<file path="config.mk">
export PLATFORM = sky130hd
export DESIGN_NAME = muldiv_unit
export DESIGN_NICKNAME = d
export VERILOG_FILES = /design/src/rtl/muldiv_unit.sv
export SDC_FILE = /design/constraint.sdc
export NUM_CORES = 1
export LEC_CHECK = 0
export ABC_AREA = 1
export CAP_MARGIN = 20
export CELL_PAD_IN_SITES_DETAIL_PLACEMENT = 2
export CELL_PAD_IN_SITES_GLOBAL_PLACEMENT = 2
export CORE_MARGIN = 1
export CORE_UTILIZATION = 33
export CTS_BUF_LIST = sky130_fd_sc_hd__clkbuf_8
export DETAILED_ROUTE_END_ITERATION = 8
export PLACE_DENSITY = 0.91
export SLEW_MARGIN = 30
export SYNTH_ARGS = -nofsm -noshare
export SYNTH_HDL_FRONTEND = slang
export SYNTH_SLANG_ARGS = --single-unit
</file>
<file path="constraint.sdc">
create_clock -name clk -period 4.71 [get_ports clk]
set_input_delay 0.942 -clock clk [delete_from_list [all_inputs] [get_ports clk]]
set_output_delay 0.942 -clock clk [all_outputs]
set_load 0.01 [all_outputs]
</file>
<file path="src/rtl/muldiv_unit.sv">
// -----------------------------------------------------------------------------
// muldiv_unit
//
// Iterative RV32M multiply/divide execution unit. Sits beside the integer ALU
// in the execute stage and is selected when funct7 == 0x01. One bit of the
// product or quotient is produced per cycle: shift-add for multiply,
// restoring division for divide/remainder. Signed operands are reduced to
// magnitudes when the request is accepted; the sign is restored on the
// CALC->DONE transition.
//
// DATA_WIDTH must be even and at least 4.
//
// Ports
//   clk        in   rising-edge clock
//   rst        in   asynchronous active-low reset
//   flush      in   synchronous abort of any in-flight operation
//   in_valid   in   request valid
//   in_ready   out  unit idle and able to accept a request
//   lhs        in   rs1 operand          [DATA_WIDTH]
//   rhs        in   rs2 operand          [DATA_WIDTH]
//   operation  in   funct3               [3]
//   metadata   in   funct7               [7]
//   out_valid  out  result valid
//   out_ready  in   consumer takes the result
//   result     out  operation result     [DATA_WIDTH]
//   illegal    out  qualifies out_valid: request was not an M-extension op
// -----------------------------------------------------------------------------
module muldiv_unit #(
  parameter int DATA_WIDTH = 32
) (
  input  logic                  clk,
  input  logic                  rst,
  input  logic                  flush,
  input  logic                  in_valid,
  output logic                  in_ready,
  input  logic [DATA_WIDTH-1:0] lhs,
  input  logic [DATA_WIDTH-1:0] rhs,
  input  logic [2:0]            operation,
  input  logic [6:0]            metadata,
  output logic                  out_valid,
  input  logic                  out_ready,
  output logic [DATA_WIDTH-1:0] result,
  output logic                  illegal
);

  localparam int W     = DATA_WIDTH;
  localparam int CNT_W = $clog2(W + 1);

  localparam logic [W-1:0]     MOST_NEG = {1'b1, {(W-1){1'b0}}};
  localparam logic [CNT_W-1:0] CNT_ONE  = CNT_W'(1);
  localparam logic [CNT_W-1:0] CNT_INIT = CNT_W'(W);

  typedef enum logic [1:0] {
    IDLE = 2'd0,
    CALC = 2'd1,
    DONE = 2'd2
  } state_t;

  state_t state, state_nxt;

  // Two's-complement negation helpers used for sign conversion and correction.
  function automatic logic [W-1:0] neg_w(input logic [W-1:0] v);
    return ~v + W'(1);
  endfunction

  function automatic logic [2*W-1:0] neg_2w(input logic [2*W-1:0] v);
    return ~v + (2*W)'(1);
  endfunction

  // Iteration registers. Multiply: acc_hi = running high half, acc_lo =
  // multiplier shifting out / product low half shifting in, opnd = multiplicand.
  // Divide: acc_hi = partial remainder, acc_lo = dividend shifting out /
  // quotient shifting in, opnd = divisor.
  logic [CNT_W-1:0] count;
  logic [W-1:0]     acc_hi;
  logic [W-1:0]     acc_lo;
  logic [W-1:0]     opnd;
  logic [2:0]       op_q;
  logic             neg_main;   // negate product / quotient
  logic             neg_rem;    // negate remainder (dividend was negative)

  // Request decode
  logic          accept;
  logic          is_m;
  logic          is_div;
  logic          lhs_signed;
  logic          rhs_signed;
  logic          lhs_neg;
  logic          rhs_neg;
  logic          div_zero;
  logic          div_ovf;
  logic          special;
  logic [W-1:0]  lhs_mag;
  logic [W-1:0]  rhs_mag;
  logic [W-1:0]  special_res;

  assign in_ready  = (state == IDLE);
  assign out_valid = (state == DONE);

  assign accept     = in_valid && in_ready && !flush;
  assign is_m       = (metadata == 7'h01);
  assign is_div     = operation[2];
  // MUL (funct3 0) only yields the low half, which is sign-agnostic, so it is
  // run unsigned.
  assign lhs_signed = (operation == 3'd1) || (operation == 3'd2) ||
                      (operation == 3'd4) || (operation == 3'd6);
  assign rhs_signed = (operation == 3'd1) || (operation == 3'd4) ||
                      (operation == 3'd6);
  assign lhs_neg    = lhs_signed && lhs[W-1];
  assign rhs_neg    = rhs_signed && rhs[W-1];
  // The most negative value maps onto itself, which is also its correct
  // unsigned magnitude.
  assign lhs_mag    = lhs_neg ? neg_w(lhs) : lhs;
  assign rhs_mag    = rhs_neg ? neg_w(rhs) : rhs;
  assign div_zero   = is_div && (rhs == '0);
  assign div_ovf    = is_div && !operation[0] && (lhs == MOST_NEG) && (rhs == '1);
  assign special    = !is_m || div_zero || div_ovf;

  // Results that bypass the iterative core. operation[1] separates the
  // remainder ops (6, 7) from the quotient ops (4, 5).
  always_comb begin
    special_res = '0;
    if (!is_m) begin
      special_res = '0;
    end else if (div_zero) begin
      special_res = operation[1] ? lhs : '1;
    end else if (div_ovf) begin
      special_res = operation[1] ? '0 : lhs;
    end
  end

  // One iteration of the unsigned core
  logic [W:0]   mul_sum;
  logic [W:0]   div_shift;
  logic [W:0]   div_diff;
  logic [W-1:0] hi_nxt;
  logic [W-1:0] lo_nxt;

  always_comb begin
    mul_sum   = {1'b0, acc_hi} + (acc_lo[0] ? {1'b0, opnd} : '0);
    div_shift = {acc_hi, acc_lo[W-1]};
    // The partial remainder is always below the divisor, so the shifted value
    // is below twice the divisor and the top bit of the difference is a
    // reliable borrow flag.
    div_diff  = div_shift - {1'b0, opnd};
    if (op_q[2]) begin
      if (!div_diff[W]) begin
        hi_nxt = div_diff[W-1:0];
        lo_nxt = {acc_lo[W-2:0], 1'b1};
      end else begin
        hi_nxt = div_shift[W-1:0];
        lo_nxt = {acc_lo[W-2:0], 1'b0};
      end
    end else begin
      hi_nxt = mul_sum[W:1];
      lo_nxt = {mul_sum[0], acc_lo[W-1:1]};
    end
  end

  // Sign correction and result selection on the final iteration
  logic [2*W-1:0] prod_fix;
  logic [W-1:0]   final_res;

  always_comb begin
    prod_fix  = neg_main ? neg_2w({hi_nxt, lo_nxt}) : {hi_nxt, lo_nxt};
    final_res = '0;
    case (op_q)
      3'd0:                final_res = prod_fix[W-1:0];
      3'd1, 3'd2, 3'd3:    final_res = prod_fix[2*W-1:W];
      3'd4, 3'd5:          final_res = neg_main ? neg_w(lo_nxt) : lo_nxt;
      default:             final_res = neg_rem ? neg_w(hi_nxt) : hi_nxt;
    endcase
  end

  // Control state register
  always_ff @(posedge clk or negedge rst) begin
    if (!rst) begin
      state <= IDLE;
    end else begin
      state <= state_nxt;
    end
  end

  always_comb begin
    state_nxt = state;
    case (state)
      IDLE: if (accept) state_nxt = special ? DONE : CALC;
      CALC: if (count == CNT_ONE) state_nxt = DONE;
      DONE: if (out_ready) state_nxt = IDLE;
      default: state_nxt = IDLE;
    endcase
    if (flush) state_nxt = IDLE;
  end

  // Accept / iterate / retire datapath
  always_ff @(posedge clk or negedge rst) begin
    if (!rst) begin
      count    <= '0;
      acc_hi   <= '0;
      acc_lo   <= '0;
      opnd     <= '0;
      op_q     <= '0;
      neg_main <= 1'b0;
      neg_rem  <= 1'b0;
      result   <= '0;
      illegal  <= 1'b0;
    end else if (accept) begin
      op_q     <= operation;
      neg_main <= lhs_neg ^ rhs_neg;
      neg_rem  <= lhs_neg;
      count    <= CNT_INIT;
      acc_hi   <= '0;
      acc_lo   <= is_div ? lhs_mag : rhs_mag;
      opnd     <= is_div ? rhs_mag : lhs_mag;
      if (special) begin
        result  <= special_res;
        illegal <= !is_m;
      end
    end else if (state == CALC && !flush) begin
      acc_hi <= hi_nxt;
      acc_lo <= lo_nxt;
      count  <= count - CNT_ONE;
      if (count == CNT_ONE) begin
        result  <= final_res;
        illegal <= 1'b0;
      end
    end
  end

endmodule

</file>
Word level (Yosys, flattened, before mapping)
Index checks and enable logic that the tools add are counted.

word-level totals
  register bits after elaboration = 142
  latch bits = 0
  bits in writable memories = 0
  memory bits (read-only) = 0
  bits of input ports = 79
  output and inout bits = 35
  logic and storage cells = 109
  memories = 0

operators by class
  add/subtract/negate cells = 8
  multipliers = 0
  divide/modulo/power cells = 0
  order comparisons = 0
  equal/unequal tests = 19
  shift operators = 0
  mux-type cells = 38
  bitwise logic cells = 6
  reduce and logical (&&, ||, !) cells = 28

operators with widths
  operator                                                                 number
  32-bit 2-to-1 mux                                                        23
  32-bit by 1-bit adder with 32-bit output, second input constant          4
  32-bit NOT                                                               4
  32-bit case mux with 3 select lines                                      1
  64-bit by 1-bit adder with 64-bit output, second input constant          1
  32-bit == test, second input constant                                    2
  64-bit 2-to-1 mux                                                        1
  64-bit NOT                                                               1
  32-bit by 32-bit adder with 33-bit output                                1
  33-bit by 32-bit subtractor with 33-bit output                           1
  32-bit zero test                                                         1
  3-bit == test, second input constant                                     4
  6-bit 2-to-1 mux                                                         2
  2-bit 2-to-1 mux                                                         5
  3-bit by 2-bit == test with 1-bit output, second input constant          3
  1-bit logical AND                                                        9
  7-bit by 1-bit == test with 1-bit output, second input constant          1
  1-bit logical OR                                                         7
  3-bit by 1-bit == test with 1-bit output, second input constant          2
  6-bit by 1-bit == test with 1-bit output, second input constant          1
  3-bit by 2-bit inequality test with 1-bit output, second input constant  2
  2-bit case mux with 3 select lines                                       1
  3-bit AND reduction                                                      2
  6-bit by 1-bit subtractor with 6-bit output, second input constant       1
  12 further kinds                                                         19

Depth between registers and ports, before layout
  depth in word-level cells = 10
  depth in mapped cells = 37
  depth with buffers taken out = 36

Worst setup path after synthesis
Ideal clock, no wire load.

  path type = reg-to-reg
  from = reg acc_lo[31]
  to = reg result[6]
  library setup time = 0.123 ns
  arrival time = 3.841 ns
  data required time = 4.587 ns
  slack = 0.745 ns
  stages on the path, launching flop included = 33
  path buffers = 1
  clock period less this slack = 3.965 ns
  path through = dfrtp_1 -> inv_1 -> ha_1 -> inv_1 -> fa_1 -> nand2_1 -> nand2_1 -> nand3_1 -> nand2_2 -> nand2_2 -> nand2_4 -> nand2_4 -> nand3_2 -> buf_4 -> nand3_4 -> nand2_1 -> inv_1 -> ha_1 -> nand3_1 -> nor2_1 -> nand2_1 -> nor2_2 -> inv_1 -> nor2_1 -> inv_1 -> nor4_2 -> nand3_1 -> o21ai_1 -> a21oi_1 -> o21ai_0 -> o21ai_0 -> o21ai_1 -> a21oi_1

between the ends
  cells in the longest elaborated chain, start to end = 10
  elaborated cells between the ends (all ways) = 18
  those cells by class = add/sub: 4; mux: 11; bitwise: 3

RTL lines
  element                                                                                                      RTL line  RTL
  start, declared                                                                                              76        logic [W-1:0] acc_lo;
  start signal, assigned                                                                                       213       acc_lo <= is_div ? lhs_mag : rhs_mag;
  start signal, assigned                                                                                       221       acc_lo <= lo_nxt;
  33-bit by 32-bit subtractor with 33-bit output                                                               145       div_diff = div_shift - {1'b0, opnd};
  1-bit 2-to-1 mux / 32-bit 2-to-1 mux (equally long branches)                                                 147       if (!div_diff[W]) begin
  32-bit 2-to-1 mux                                                                                            146       if (op_q[2]) begin
  64-bit NOT / 32-bit NOT (equally long branches)                                                              67, 63
  64-bit by 1-bit adder with 64-bit output / 32-bit by 1-bit adder with 32-bit output (equally long branches)  67, 63
  64-bit 2-to-1 mux (tied with other cells)                                                                    165       prod_fix = neg_main ? neg_2w({hi_nxt, lo_nxt}) : {hi_nxt, lo_nxt};
  32-bit case mux with 3 select lines *                                                                        167       case (op_q)
  32-bit 2-to-1 mux *                                                                                          223       if (count == CNT_ONE) begin
  32-bit 2-to-1 mux *                                                                                          219       end else if (state == CALC && !flush) begin
  32-bit 2-to-1 mux *                                                                                          207       end else if (accept) begin
  end signal, assigned                                                                                         216       result <= special_res;
  end signal, assigned                                                                                         224       result <= final_res;
  end, declared                                                                                                42        output logic [DATA_WIDTH-1:0] result,

Mark *: on every way between the ends. The rest lies on a longest branch, timed or not. The select of a mux whose other input is x is not followed.
A chain may end at the register's enable or synchronous reset.

Worst setup path in the final report
  from = reg acc_lo[0]
  to = reg result[9]

between the ends
  cells in the longest elaborated chain, start to end = 10
  elaborated cells between the ends (all ways) = 17
  those cells by class = add/sub: 4; mux: 10; bitwise: 3

RTL lines
  element                                                                                                      RTL line  RTL
  32-bit 2-to-1 mux                                                                                            140       mul_sum = {1'b0, acc_hi} + (acc_lo[0] ? {1'b0, opnd} : '0);
  32-bit by 32-bit adder with 33-bit output                                                                    140
  32-bit 2-to-1 mux                                                                                            146
  64-bit NOT / 32-bit NOT (equally long branches)                                                              67, 63
  64-bit by 1-bit adder with 64-bit output / 32-bit by 1-bit adder with 32-bit output (equally long branches)  67, 63
  64-bit 2-to-1 mux / 32-bit 2-to-1 mux (equally long branches)                                                165, 171
  32-bit case mux with 3 select lines *                                                                        167
  32-bit 2-to-1 mux *                                                                                          223
  32-bit 2-to-1 mux *                                                                                          219
  32-bit 2-to-1 mux *                                                                                          207

Marked as above.

==> flow_results.xml <==
<?xml version="1.0" encoding="UTF-8"?>
<metrics>
  <group name="outcome">
    <metric name="result_of_the_run" unit="">finished clean</metric>
  </group>
  <group name="global_routing">
    <metric name="grt_util_all_layers" unit="%">40.4</metric>
    <metric name="grt_max_degree" unit="">67</metric>
    <metric name="grt_pass1_wl" unit="mm">167</metric>
    <metric name="grt.overflow.total" unit="">0</metric>
    <metric name="first_global_vias" unit="">25000</metric>
    <metric name="antenna_violations_before_repair" unit="">5</metric>
  </group>
  <group name="finish">
    <metric name="post_route_cells_drive_above_1_share" unit="%">9.84</metric>
    <metric name="fin_cells" unit="">4025</metric>
    <metric name="sequential_cell_area" unit="um^2">3560</metric>
    <metric name="area.growth.synth_to_final" unit="%">15.2</metric>
    <metric name="fin_nets" unit="">3423</metric>
    <metric name="multi_input_area" unit="um^2">12400</metric>
    <metric name="post-route-cell-area" unit="um^2">21100</metric>
    <metric name="layout.filler_cells" unit="">6968</metric>
  </group>
  <group name="setup_path">
    <metric name="crit_arrival" unit="ps">5000</metric>
    <metric name="critical_path.reg2reg.startpoint" unit="">acc_lo[0]</metric>
    <metric name="critical_path.endpoint" unit="">result[9]</metric>
    <metric name="critPathCaptureType" unit="">flip-flop</metric>
    <metric name="reg2reg_to" unit="">result[9]</metric>
    <metric name="setup.worst_path.start" unit="">acc_lo[0]</metric>
    <metric name="critical_path_peak_fanout" unit="">13</metric>
    <metric name="setup.worst_path.class" unit="">flip-flop to flip-flop</metric>
    <metric name="worst_setup_path_start_kind" unit="">flip-flop</metric>
    <metric name="worst-r2r-cell-count" unit="">22</metric>
    <metric name="reg2reg_setup_slack" unit="ps">180</metric>
    <metric name="crit_required" unit="ps">5180</metric>
  </group>
  <group name="timing">
    <metric name="worst_pin_slew" unit="ps">1060</metric>
    <metric name="peak_clock_frequency_supported_by_timing" unit="MHz">221</metric>
    <metric name="final.setup_skew" unit="ps">27.3</metric>
    <metric name="setup_violations" unit="">0</metric>
    <metric name="slew_headroom" unit="%">28.9</metric>
    <metric name="maxSlewViolCount" unit="">0</metric>
    <metric name="final_critical_path_required_period" unit="ps">4530</metric>
    <metric name="setup_tns" unit="ps">0</metric>
    <metric name="fin_crit_sh" unit="%">96.3</metric>
    <metric name="hold_viol" unit="">0</metric>
    <metric name="post-route-worst-setup-slack" unit="ps">176</metric>
  </group>
  <group name="clocking">
    <metric name="clock_tree.buffer_depth" unit="">2</metric>
    <metric name="cts-root-buf" unit="">clkbuf_8</metric>
    <metric name="number_of_buffers_created_by_cts" unit="">17</metric>
    <metric name="cts_max_level" unit="">4</metric>
    <metric name="clock-sinks" unit="">142</metric>
    <metric name="cts_tree" unit="">done</metric>
    <metric name="cts_hold_repair.buffers" unit="">0</metric>
    <metric name="clock_latency_at_the_later_pin_of_the_worst_skew_pair" unit="ps">550</metric>
    <metric name="worst_setup_hold_path_clk_slew" unit="ps">110</metric>
  </group>
  <group name="detailed_routing">
    <metric name="dr_total_vias" unit="">23500</metric>
    <metric name="drt.antenna.violating_nets" unit="">0</metric>
    <metric name="maxUsedRoutingLayer" unit="">met5</metric>
    <metric name="drt_first_iter_violations" unit="">1942</metric>
    <metric name="dr.pass1.iters" unit="">5</metric>
    <metric name="drt_drc_violations_left" unit="">0</metric>
    <metric name="wl_per_cell" unit="um">28.7</metric>
    <metric name="routed_wl" unit="mm">115</metric>
    <metric name="drt-vias-per-instance" unit="">5.85</metric>
    <metric name="detailroute.wirelength.met2" unit="mm">52.4</metric>
    <metric name="routed-wl-met3" unit="mm">7.43</metric>
    <metric name="met1Wirelength" unit="mm">46.6</metric>
  </group>
  <group name="floorplanning">
    <metric name="floorplan.die.height" unit="um">238</metric>
    <metric name="starting_utilization_of_the_core_area" unit="%">33.7</metric>
    <metric name="horiz_die_dim" unit="um">238</metric>
    <metric name="io-pin-count" unit="">114</metric>
    <metric name="core_area" unit="um^2">54300</metric>
    <metric name="fp-row-count" unit="">85</metric>
    <metric name="die_ar" unit="um^2">56400</metric>
  </group>
  <group name="yosys">
    <metric name="mappedNetlistNets" unit="">3306</metric>
    <metric name="synthFlopType" unit="">dfrtp_1</metric>
    <metric name="synth-seq-area-share" unit="%">19.4</metric>
    <metric name="synthArstFlopShare" unit="%">100</metric>
    <metric name="summed_instance_area_of_the_synthesized_netlist" unit="um^2">18300</metric>
    <metric name="synth.ff_latch_count" unit="">142</metric>
    <metric name="postSynthAreaPerCell" unit="um^2">5.80</metric>
    <metric name="synth.lib_cells_used.distinct" unit="">62</metric>
    <metric name="ys_warn_count" unit="">0</metric>
    <metric name="synth-edff-count" unit="">0</metric>
    <metric name="synth_instances" unit="">3154</metric>
  </group>
  <group name="power">
    <metric name="p_leak" unit="nW">11.0</metric>
    <metric name="vdd_drop_max" unit="mV">0.241</metric>
    <metric name="power.density" unit="nW/um^2">354</metric>
  </group>
  <group name="placement">
    <metric name="dpl-instance-area" unit="um^2">20600</metric>
    <metric name="buffer_ports.inserted" unit="">113</metric>
    <metric name="dpl_worst_slack" unit="ps">119</metric>
    <metric name="place.detailed.instances" unit="">3990</metric>
    <metric name="dp_hpwl" unit="mm">94.5</metric>
    <metric name="gp_routability_congestion" unit="">1.06</metric>
  </group>
  <group name="flow_run">
    <metric name="maxCapViolCount" unit="">0</metric>
  </group>
  <group name="min_path">
    <metric name="hold_class" unit="">primary input to async pin</metric>
  </group>
</metrics>
-- metrics by stage --
step           hold WS [ps]  util (%)  power (mW)
6_report                406      38.8        7.46
5_1_grt                 447      38.8        7.73
4_1_cts                 419      38.6        7.28
3_5_place_dp            489      37.8        6.08
3_3_place_gp            468      37.8        5.87
2_1_floorplan           450         -        4.02
-- worst min path at each step --
stage / start / endpoint / slack, ps / cells after the start
5_1_grt: rst / acc_hi[29] / 450 / 1
4_1_cts: rst / acc_hi[29] / 420 / 1
2_1_floorplan: op_q[0] / op_q[0] / 450 / 2
3_5_place_dp: illegal / illegal / 490 / 2
3_3_place_gp: count[5] / count[5] / 470 / 2
6_report: rst / acc_hi[29] / 410 / 1
-- cell usage after synthesis (14+ instances only) --
library cell | n | area [um^2]
o21ai_0 | 161 | 806
o211ai_1 | 24 | 180
nor3_1 | 31 | 155
xor2_1 | 89 | 780
nor2_1 | 305 | 1140
buf_2 | 18 | 90.1
o221ai_1 | 27 | 236
nand3_1 | 235 | 1180
clkbuf_1 | 67 | 251
nand4_1 | 37 | 231
nand2_1 | 933 | 3500
nand2_2 | 59 | 369
o22ai_1 | 28 | 175
xnor2_1 | 14 | 123
dfrtp_1 | 142 | 3550
o21ai_1 | 20 | 100
a22oi_1 | 16 | 120
a31oi_1 | 41 | 257
nor2_2 | 29 | 181
ha_1 | 71 | 888
nand3b_1 | 15 | 113
a21oi_1 | 139 | 696
inv_2 | 30 | 113
inv_1 | 472 | 1770
-- worst max-delay path: stages, from the launching register on --
cell and delay [ps]:
dfrtp_1 490, buf_4 250, nand2_1 70, inv_1 100, ha_1 370, a21oi_1 240
nand2_2 160, nand2_1 110, o211ai_1 150, buf_4 210, or2_2 290, nand2_1 60
nand2_1 60, nand2_2 260, nand2_2 140, nor2_4 210, nand3_2 240, nand2_2 220
xor2_1 180, nand2_1 190, o211ai_1 180, nand2_1 140, a21oi_1 140
-- per-layer routing --
metal | track usage [%] | up-vias
met5 | 0 | -
met1 | 49.2 | 11900
li1 | - | 10300
met4 | 27.2 | 2
met3 | 6.02 | 309
met2 | 66.2 | 996
-- registers in the layout, indices dropped and copies added, names as in the netlist --
name      count
count         6
neg_rem       1
illegal       1
neg_main      1
state         2
acc_hi       32
op_q          3
acc_lo       32
opnd         32
result       32
-- kinds of logic (layout without fill, tap and decap cells) --
logic type	after synthesis	in the layout	synth area share [%]
simple gates	1718	1718	41.1
buf+inv	614	744	13.2
compound gates	504	504	16.3
flops	142	142	19.4
xor+xnor	103	103	4.93
fa+ha+maj	73	73	5.07
other cells	0	2	0
-- cell usage in the layout, fill, tap and decap left out, drive strengths merged, types with 5 or more instances in the layout --
cell type,n
a31oi,41
nor2,341
nor4,13
a21o,9
o22ai,29
a21oi,146
o21ai,188
nand3b,15
xnor2,14
xor2,89
and2,5
o21a,5
a22oi,16
dfrtp,142
clkdlybuf4s50,112
ha,71
clkbuf,17
o21bai,8
clkinv,7
nor3,34
or2,19
o221ai,27
inv,508
nand4,37
nand3,249
nand2,1001
o211ai,24
buf,94
-- power breakdown --
| part | internal (mW) | switching, mW | total, mW |
|---|---|---|---|
| sequential | 1.46 | 0.214 | 1.67 |
| combinational | 1.35 | 3.27 | 4.63 |
| clock | 0.530 | 0.636 | 1.17 |
| total | 3.34 | 4.13 | 7.46 |
-- timing repair --
item,CTS,global route
setup buffers,0,1
setup endpoints to repair,0,23
gates resized for setup,0,22
-- final cells by class --
| cell class | count | area share (%) |
|---|---|---|
| multi-input combinational | 2398 | 58.9 |
| timing repair buffer | 206 | 8.80 |
| clock inverter | 15 | 0.867 |
| clock buffer | 17 | 1.11 |
| tap | 739 | 4.39 |
| sequential | 142 | 16.9 |
| inverter | 506 | 9.01 |
| antenna | 2 | 0.0237 |
(Power assumes the default switching activity.)
